<file path="config.mk">
export PLATFORM = sky130hd
export DESIGN_NAME = pcie_switch_core_p
export DESIGN_NICKNAME = d
export VERILOG_FILES = /design/src/rtl/pcie_switch_core_p.sv
export SDC_FILE = /design/constraint.sdc
export NUM_CORES = 1
export LEC_CHECK = 0
export BUFFER_PORTS_ARGS = -buffer_cell sky130_fd_sc_hd__buf_2
export CAP_MARGIN = 20
export CORE_ASPECT_RATIO = 0.6
export CORE_MARGIN = 2
export CORE_UTILIZATION = 35
export CTS_CLUSTER_DIAMETER = 40
export DETAILED_ROUTE_END_ITERATION = 8
export GPL_ROUTABILITY_DRIVEN = 0
export SETUP_SLACK_MARGIN = 0.15
export SLEW_MARGIN = 20
export SYNTH_ARGS = -nofsm -noshare
export SYNTH_HDL_FRONTEND = slang
export SYNTH_SLANG_ARGS = --single-unit
</file>
<file path="constraint.sdc">
create_clock -name clk -period 14.9 [get_ports clk]
set_input_delay 2.98 -clock clk [delete_from_list [all_inputs] [get_ports clk]]
set_output_delay 2.98 -clock clk [all_outputs]
set_load 0.05 [all_outputs]
</file>
<file path="src/rtl/pcie_switch_core_p.sv">
// pcie_switch_core_p: parametrised VC-buffered switch core with a
// round-robin / strict arbiter, threshold FSM and egress pop counters.
module pcie_switch_core_p #(
  parameter int DATA_W     = 12,
  parameter int CH_LOG2    = 2,
  parameter int DEPTH_LOG2 = 3,
  parameter int THR_W      = 8,
  parameter int CNT_W      = 8,
  localparam int NUM_CH    = 2**CH_LOG2,
  localparam int CH_W      = CH_LOG2
) (
  input  logic                     clk,
  input  logic                     reset,
  input  logic                     init,
  input  logic [THR_W-1:0]         umbral_L,
  input  logic [THR_W-1:0]         umbral_H,
  input  logic                     arb_mode,
  input  logic                     push_in,
  input  logic [DATA_W-1:0]        data_in,
  output logic                     in_ready,
  input  logic [NUM_CH-1:0]        pop_out,
  output logic [NUM_CH*DATA_W-1:0] data_out,
  output logic [NUM_CH-1:0]        empty_out,
  output logic [NUM_CH-1:0]        almost_empty_out,
  output logic [NUM_CH-1:0]        almost_full_vc,
  input  logic                     req,
  input  logic [CH_W:0]            idx,
  output logic [CNT_W-1:0]         cnt_data,
  output logic                     cnt_valid,
  output logic                     idle,
  output logic [1:0]               error
);

  localparam int DEPTH = 2**DEPTH_LOG2;
  localparam int CW    = DEPTH_LOG2 + 1;

  typedef logic [DATA_W-1:0]     word_t;
  typedef logic [DEPTH_LOG2-1:0] ptr_t;
  typedef logic [CW-1:0]         cnt_t;
  typedef enum logic [1:0] {RST, INIT, IDLE, ACTIVE} state_t;

  state_t          state;
  cnt_t            thr_l;
  cnt_t            thr_h;
  logic [CH_W-1:0] rr_ptr;

  word_t vc_mem [NUM_CH][DEPTH];
  ptr_t  vc_wp  [NUM_CH];
  ptr_t  vc_rp  [NUM_CH];
  cnt_t  vc_cnt [NUM_CH];
  word_t eg_mem [NUM_CH][DEPTH];
  ptr_t  eg_wp  [NUM_CH];
  ptr_t  eg_rp  [NUM_CH];
  cnt_t  eg_cnt [NUM_CH];

  logic [CNT_W-1:0] pop_cnt [NUM_CH];

  logic [NUM_CH-1:0] vc_ne;
  logic [NUM_CH-1:0] eg_ne;
  logic [NUM_CH-1:0] vc_push;
  logic [NUM_CH-1:0] vc_pop;
  logic [NUM_CH-1:0] eg_push;
  logic [NUM_CH-1:0] eg_pop;
  logic [NUM_CH-1:0] elig;

  word_t           vc_head [NUM_CH];
  logic [CH_W-1:0] vc_dst  [NUM_CH];
  logic [CH_W-1:0] in_cls;
  logic [CH_W-1:0] gnt;
  logic [CH_W-1:0] gnt_dst;
  logic [CH_W-1:0] scan;
  logic            gnt_vld;
  logic            arb_en;
  logic            accept;
  word_t           gnt_word;

  function automatic cnt_t clip(input logic [THR_W-1:0] u);
    if (u > THR_W'(DEPTH - 1)) return cnt_t'(DEPTH - 1);
    return cnt_t'(u);
  endfunction

  assign in_cls   = data_in[DATA_W-1 -: CH_W];
  assign in_ready = vc_cnt[in_cls] != cnt_t'(DEPTH);
  assign accept   = push_in && in_ready && state != RST;
  assign arb_en   = state == IDLE || state == ACTIVE;
  assign idle     = state == IDLE;

  always_comb begin
    for (int i = 0; i < NUM_CH; i++) begin
      vc_ne[i]   = vc_cnt[i] != '0;
      eg_ne[i]   = eg_cnt[i] != '0;
      vc_head[i] = vc_mem[i][vc_rp[i]];
      vc_dst[i]  = vc_head[i][DATA_W-1-CH_W -: CH_W];
      elig[i]    = arb_en && vc_ne[i] &&
                   eg_cnt[vc_dst[i]] < thr_h;
    end
  end

  // Scan from the far end so the closest eligible index wins.
  always_comb begin
    gnt_vld = 1'b0;
    gnt     = '0;
    scan    = '0;
    for (int k = NUM_CH - 1; k >= 0; k--) begin
      scan = arb_mode ? CH_W'(k) : rr_ptr + CH_W'(k);
      if (elig[scan]) begin
        gnt_vld = 1'b1;
        gnt     = scan;
      end
    end
  end

  assign gnt_word = vc_head[gnt];
  assign gnt_dst  = vc_dst[gnt];

  always_comb begin
    data_out = '0;
    for (int i = 0; i < NUM_CH; i++) begin
      vc_push[i] = accept && in_cls == CH_W'(i);
      vc_pop[i]  = gnt_vld && gnt == CH_W'(i);
      eg_push[i] = gnt_vld && gnt_dst == CH_W'(i);
      eg_pop[i]  = pop_out[i] && eg_ne[i];
      data_out[i*DATA_W +: DATA_W] =
        eg_ne[i] ? eg_mem[i][eg_rp[i]] : '0;
      empty_out[i]        = !eg_ne[i];
      almost_empty_out[i] = eg_cnt[i] <= thr_l;
      almost_full_vc[i]   = vc_cnt[i] >= thr_h;
    end
  end

  always_ff @(posedge clk) begin
    for (int i = 0; i < NUM_CH; i++) begin
      if (vc_push[i]) vc_mem[i][vc_wp[i]] <= data_in;
      if (eg_push[i]) eg_mem[i][eg_wp[i]] <= gnt_word;
    end
  end

  always_ff @(posedge clk) begin
    if (reset) begin
      for (int i = 0; i < NUM_CH; i++) begin
        vc_wp[i]   <= '0;
        vc_rp[i]   <= '0;
        vc_cnt[i]  <= '0;
        eg_wp[i]   <= '0;
        eg_rp[i]   <= '0;
        eg_cnt[i]  <= '0;
        pop_cnt[i] <= '0;
      end
      error <= '0;
    end else begin
      for (int i = 0; i < NUM_CH; i++) begin
        if (vc_push[i]) vc_wp[i] <= vc_wp[i] + ptr_t'(1);
        if (vc_pop[i])  vc_rp[i] <= vc_rp[i] + ptr_t'(1);
        vc_cnt[i] <= vc_cnt[i] + cnt_t'(vc_push[i])
                     - cnt_t'(vc_pop[i]);
        if (eg_push[i]) eg_wp[i] <= eg_wp[i] + ptr_t'(1);
        if (eg_pop[i])  eg_rp[i] <= eg_rp[i] + ptr_t'(1);
        eg_cnt[i] <= eg_cnt[i] + cnt_t'(eg_push[i])
                     - cnt_t'(eg_pop[i]);
        if (eg_pop[i])
          pop_cnt[i] <= pop_cnt[i] + (CNT_W)'(1);
      end
      if (push_in && !in_ready) error[0] <= 1'b1;
      if (|(pop_out & ~eg_ne))  error[1] <= 1'b1;
    end
  end

  always_ff @(posedge clk) begin
    if (reset) begin
      state     <= RST;
      thr_l     <= cnt_t'(1);
      thr_h     <= cnt_t'(DEPTH - 2);
      rr_ptr    <= '0;
      cnt_data  <= '0;
      cnt_valid <= 1'b0;
    end else begin
      cnt_valid <= 1'b0;
      if (state == IDLE && req) begin
        cnt_valid <= 1'b1;
        cnt_data  <= idx[CH_W] ? '0 : pop_cnt[idx[CH_W-1:0]];
      end
      if (gnt_vld && !arb_mode) rr_ptr <= gnt + CH_W'(1);
      unique case (state)
        RST: state <= INIT;
        INIT: begin
          thr_l <= clip(umbral_L);
          thr_h <= (clip(umbral_H) == '0) ? cnt_t'(1)
                                          : clip(umbral_H);
          if (!init) state <= IDLE;
        end
        IDLE, ACTIVE: begin
          if (init)                  state <= INIT;
          else if (|{vc_ne, eg_ne})  state <= ACTIVE;
          else                       state <= IDLE;
        end
        default: state <= RST;
      endcase
    end
  end

endmodule
</file>
==> impl_metrics.toml <==
[hold_path]
hold_end = "thr_l[1]"
hold_path.class = "register to register"
min-delay-start = "thr_l[1]"
whs_path_depth = 2

[logic_synthesis]
yosysTopAreaCell = "edfxtp_1"
synth_area_leaders = "edfxtp_1, mux4_2, ha_1"
synthCells = 2303
async_reset_ff_share_pct = 0
syn-cell-area_sq_um = 38980
synth_ff_type = "edfxtp_1"
ys_warn_count = 0
ys_ff_latch = 903
synth.most_common_cell = "edfxtp_1"
synth_edf_count = 848
ys_types = 66
ys_seq_area_share_pct = 68.15
synth_top_cell_area_share_pct = 65.32
synth_common_cells = "edfxtp_1, nor2_1, mux4_2, ha_1, mux2i_1"
avgSynthCellArea_sq_um = 16.93
synthesis.nets = 2460

[clocking]
cts_root_buf = "clkbuf_16"
postCtsSetupBuffers = 0
clk_latency_ps = 700
cts_buffers = 98
clock_sinks = 903
ctsHtreeMaxLevel = 3
cts_hold_buf = 0
cts.reportedPaths.clkPinSlew_ps = 60
cts_tree = "built"
clock_path_buffers = 3
cts_resized = 0

[pwr]
power.density_nw_per_um2 = 162.7
ir_worst_vdd_v = 0.0001862
total_leakage_power_nw = 15.18
finalPower_mw = 7.355

[finish]
fillers = 9758
layout.cells.non_filler = 4055
regArea_sq_um = 26570
multi_input_area_sq_um = 11830
nNetsFinal = 2639
utilization_pct = 41.12
final_cell_area_sq_um = 45220
area_growth_pct = 16.00
drive_gt1_share_pct = 25.88

[placement]
place_ws_ps = 7249
dp_cells = 3870
placed_area_sq_um = 41810
post-dp-hpwl_um = 60970
io_buffers = 113

[global_routing]
grt_pass1_vias = 21330
grt_antenna_before_repair = 7
grt.overflow.total = 0
grt_pass1_wl_um = 137100
grt_max_degree = 76
grt_usage_pct = 15.98

[flow_run]
cap_violations = 0

[timing]
layout_min_cycle_time_ps = 7621
setup_tns_ps = 0
setup_viol = 0
drv_slew = 0
worst_slack_ps = 7279
hold_slack_ps = 494.2
tightest_slew_ps = 1025
hold_viol_final = 0
slew_headroom_pct = 31.14
skew_ps = 63.01
period_share_pct = 51.15
max_freq_ghz = 0.1312
rsz0062_at_grt = "false"

[setup_path]
timing.rr.end = "eg_cnt[2][2]"
path_class = "input pin to output port"
worstSetupStartpointType = "input pin"
cp_max_fo = 40
r2r_setup_slack_ps = 8070
reg2reg_depth = 20
endpoint_kind = "output port"
required_ps = 11920
r2r-start = "vc_rp[0][2]"
startpoint = "data_in[10]"
arrival_ps = 4640

[run_status]
status = "finished clean"

[floorplan]
ios = 114
start_util_pct = 35.45
die_area_sq_um = 114100
core_sq_um = 110000
dieWidth_um = 434.8
die_h_um = 262.5
num_rows = 94

[route]
vias = 21010
antenna_left = 0
wl_per_cell_um = 22.61
drc = 0
drt-initial-drc-count = 2179
avgViaCountPerCell = 5.182
drt_pre_antenna_iters = 5
wirelength_um = 91690
==> worst max-delay path, stage by stage <==
cell,delay (ps)
buf_2,560
mux4_2,610
nand2_1,120
buf_2,330
==> cell usage in the layout, fill, tap and decap left out, drive strengths merged, types with 28 or more instances in the layout <==
master / count
dfxtp: 55
xnor2: 35
o21ai: 33
clkbuf: 112
inv: 101
nand2: 53
nand2b: 48
edfxtp: 848
buf: 203
a21oi: 57
nor2: 233
mux4: 197
ha: 108
nand3: 28
clkinv: 37
mux2i: 103
==> registers in the layout, summed over array words and instances (netlist names) <==
name       count
vc_cnt        16
thr_l          4
eg_cnt        16
vc_mem       384
rr_ptr         2
error          2
cnt_data       8
vc_rp         12
cnt_valid      1
eg_rp         12
eg_wp         12
thr_h          4
vc_wp         12
state          2
pop_cnt       32
eg_mem       384
==> worst max path at each step <==
stage          endpoint  slack [ps]  depth (start not counted)
6_report       in_ready        7280                          4
5_1_grt        in_ready        7200                          4
4_1_cts        in_ready        7260                          4
3_5_place_dp   in_ready        7250                          4
3_3_place_gp   in_ready        7270                          4
2_1_floorplan  in_ready        7800                          3
==> power by group <==
group | total [mW] | leakage (nW) | switching (mW) | internal [mW]
registers | 3.08 | 8.20 | 0.131 | 2.95
logic | 1.77 | 5.36 | 1.21 | 0.565
clock network | 2.50 | 1.62 | 1.06 | 1.45
total | 7.36 | 15.2 | 2.39 | 4.96
==> cell type report <==
class,count,share of cell area (%)
clock buffers,112,5.634
repair buffers,203,2.792
clock inverters,68,1.804
diodes,5,0.02767
inverters,85,0.7056
well taps,1488,4.117
flip-flops and latches,903,58.75
multi-input cells,1191,26.17
==> kinds of logic (layout without fill, tap and decap cells) <==
family / count (synthesis) / after routing / synth area share, %
flops: 903 / 903 / 68.15
simple gates: 526 / 526 / 7.023
mux: 326 / 326 / 14.88
buf+inv: 209 / 468 / 2.115
compound gates: 166 / 166 / 2.671
fa+ha+maj: 116 / 116 / 3.877
xor+xnor: 57 / 57 / 1.281
other cells: 0 / 5 / 0
==> routing by layer <==
| layer | part of all wire, % | vias up | track usage (%) |
|---|---|---|---|
| met1 | 47 | 10880 | 24.43 |
| li1 | - | 9381 | - |
| met4 | 2.2 | 0 | 4.191 |
| met3 | 7.1 | 125 | 3.108 |
| met2 | 43 | 632 | 23.16 |
| met5 | 0 | - | 0 |
(Power assumes the default switching activity.)
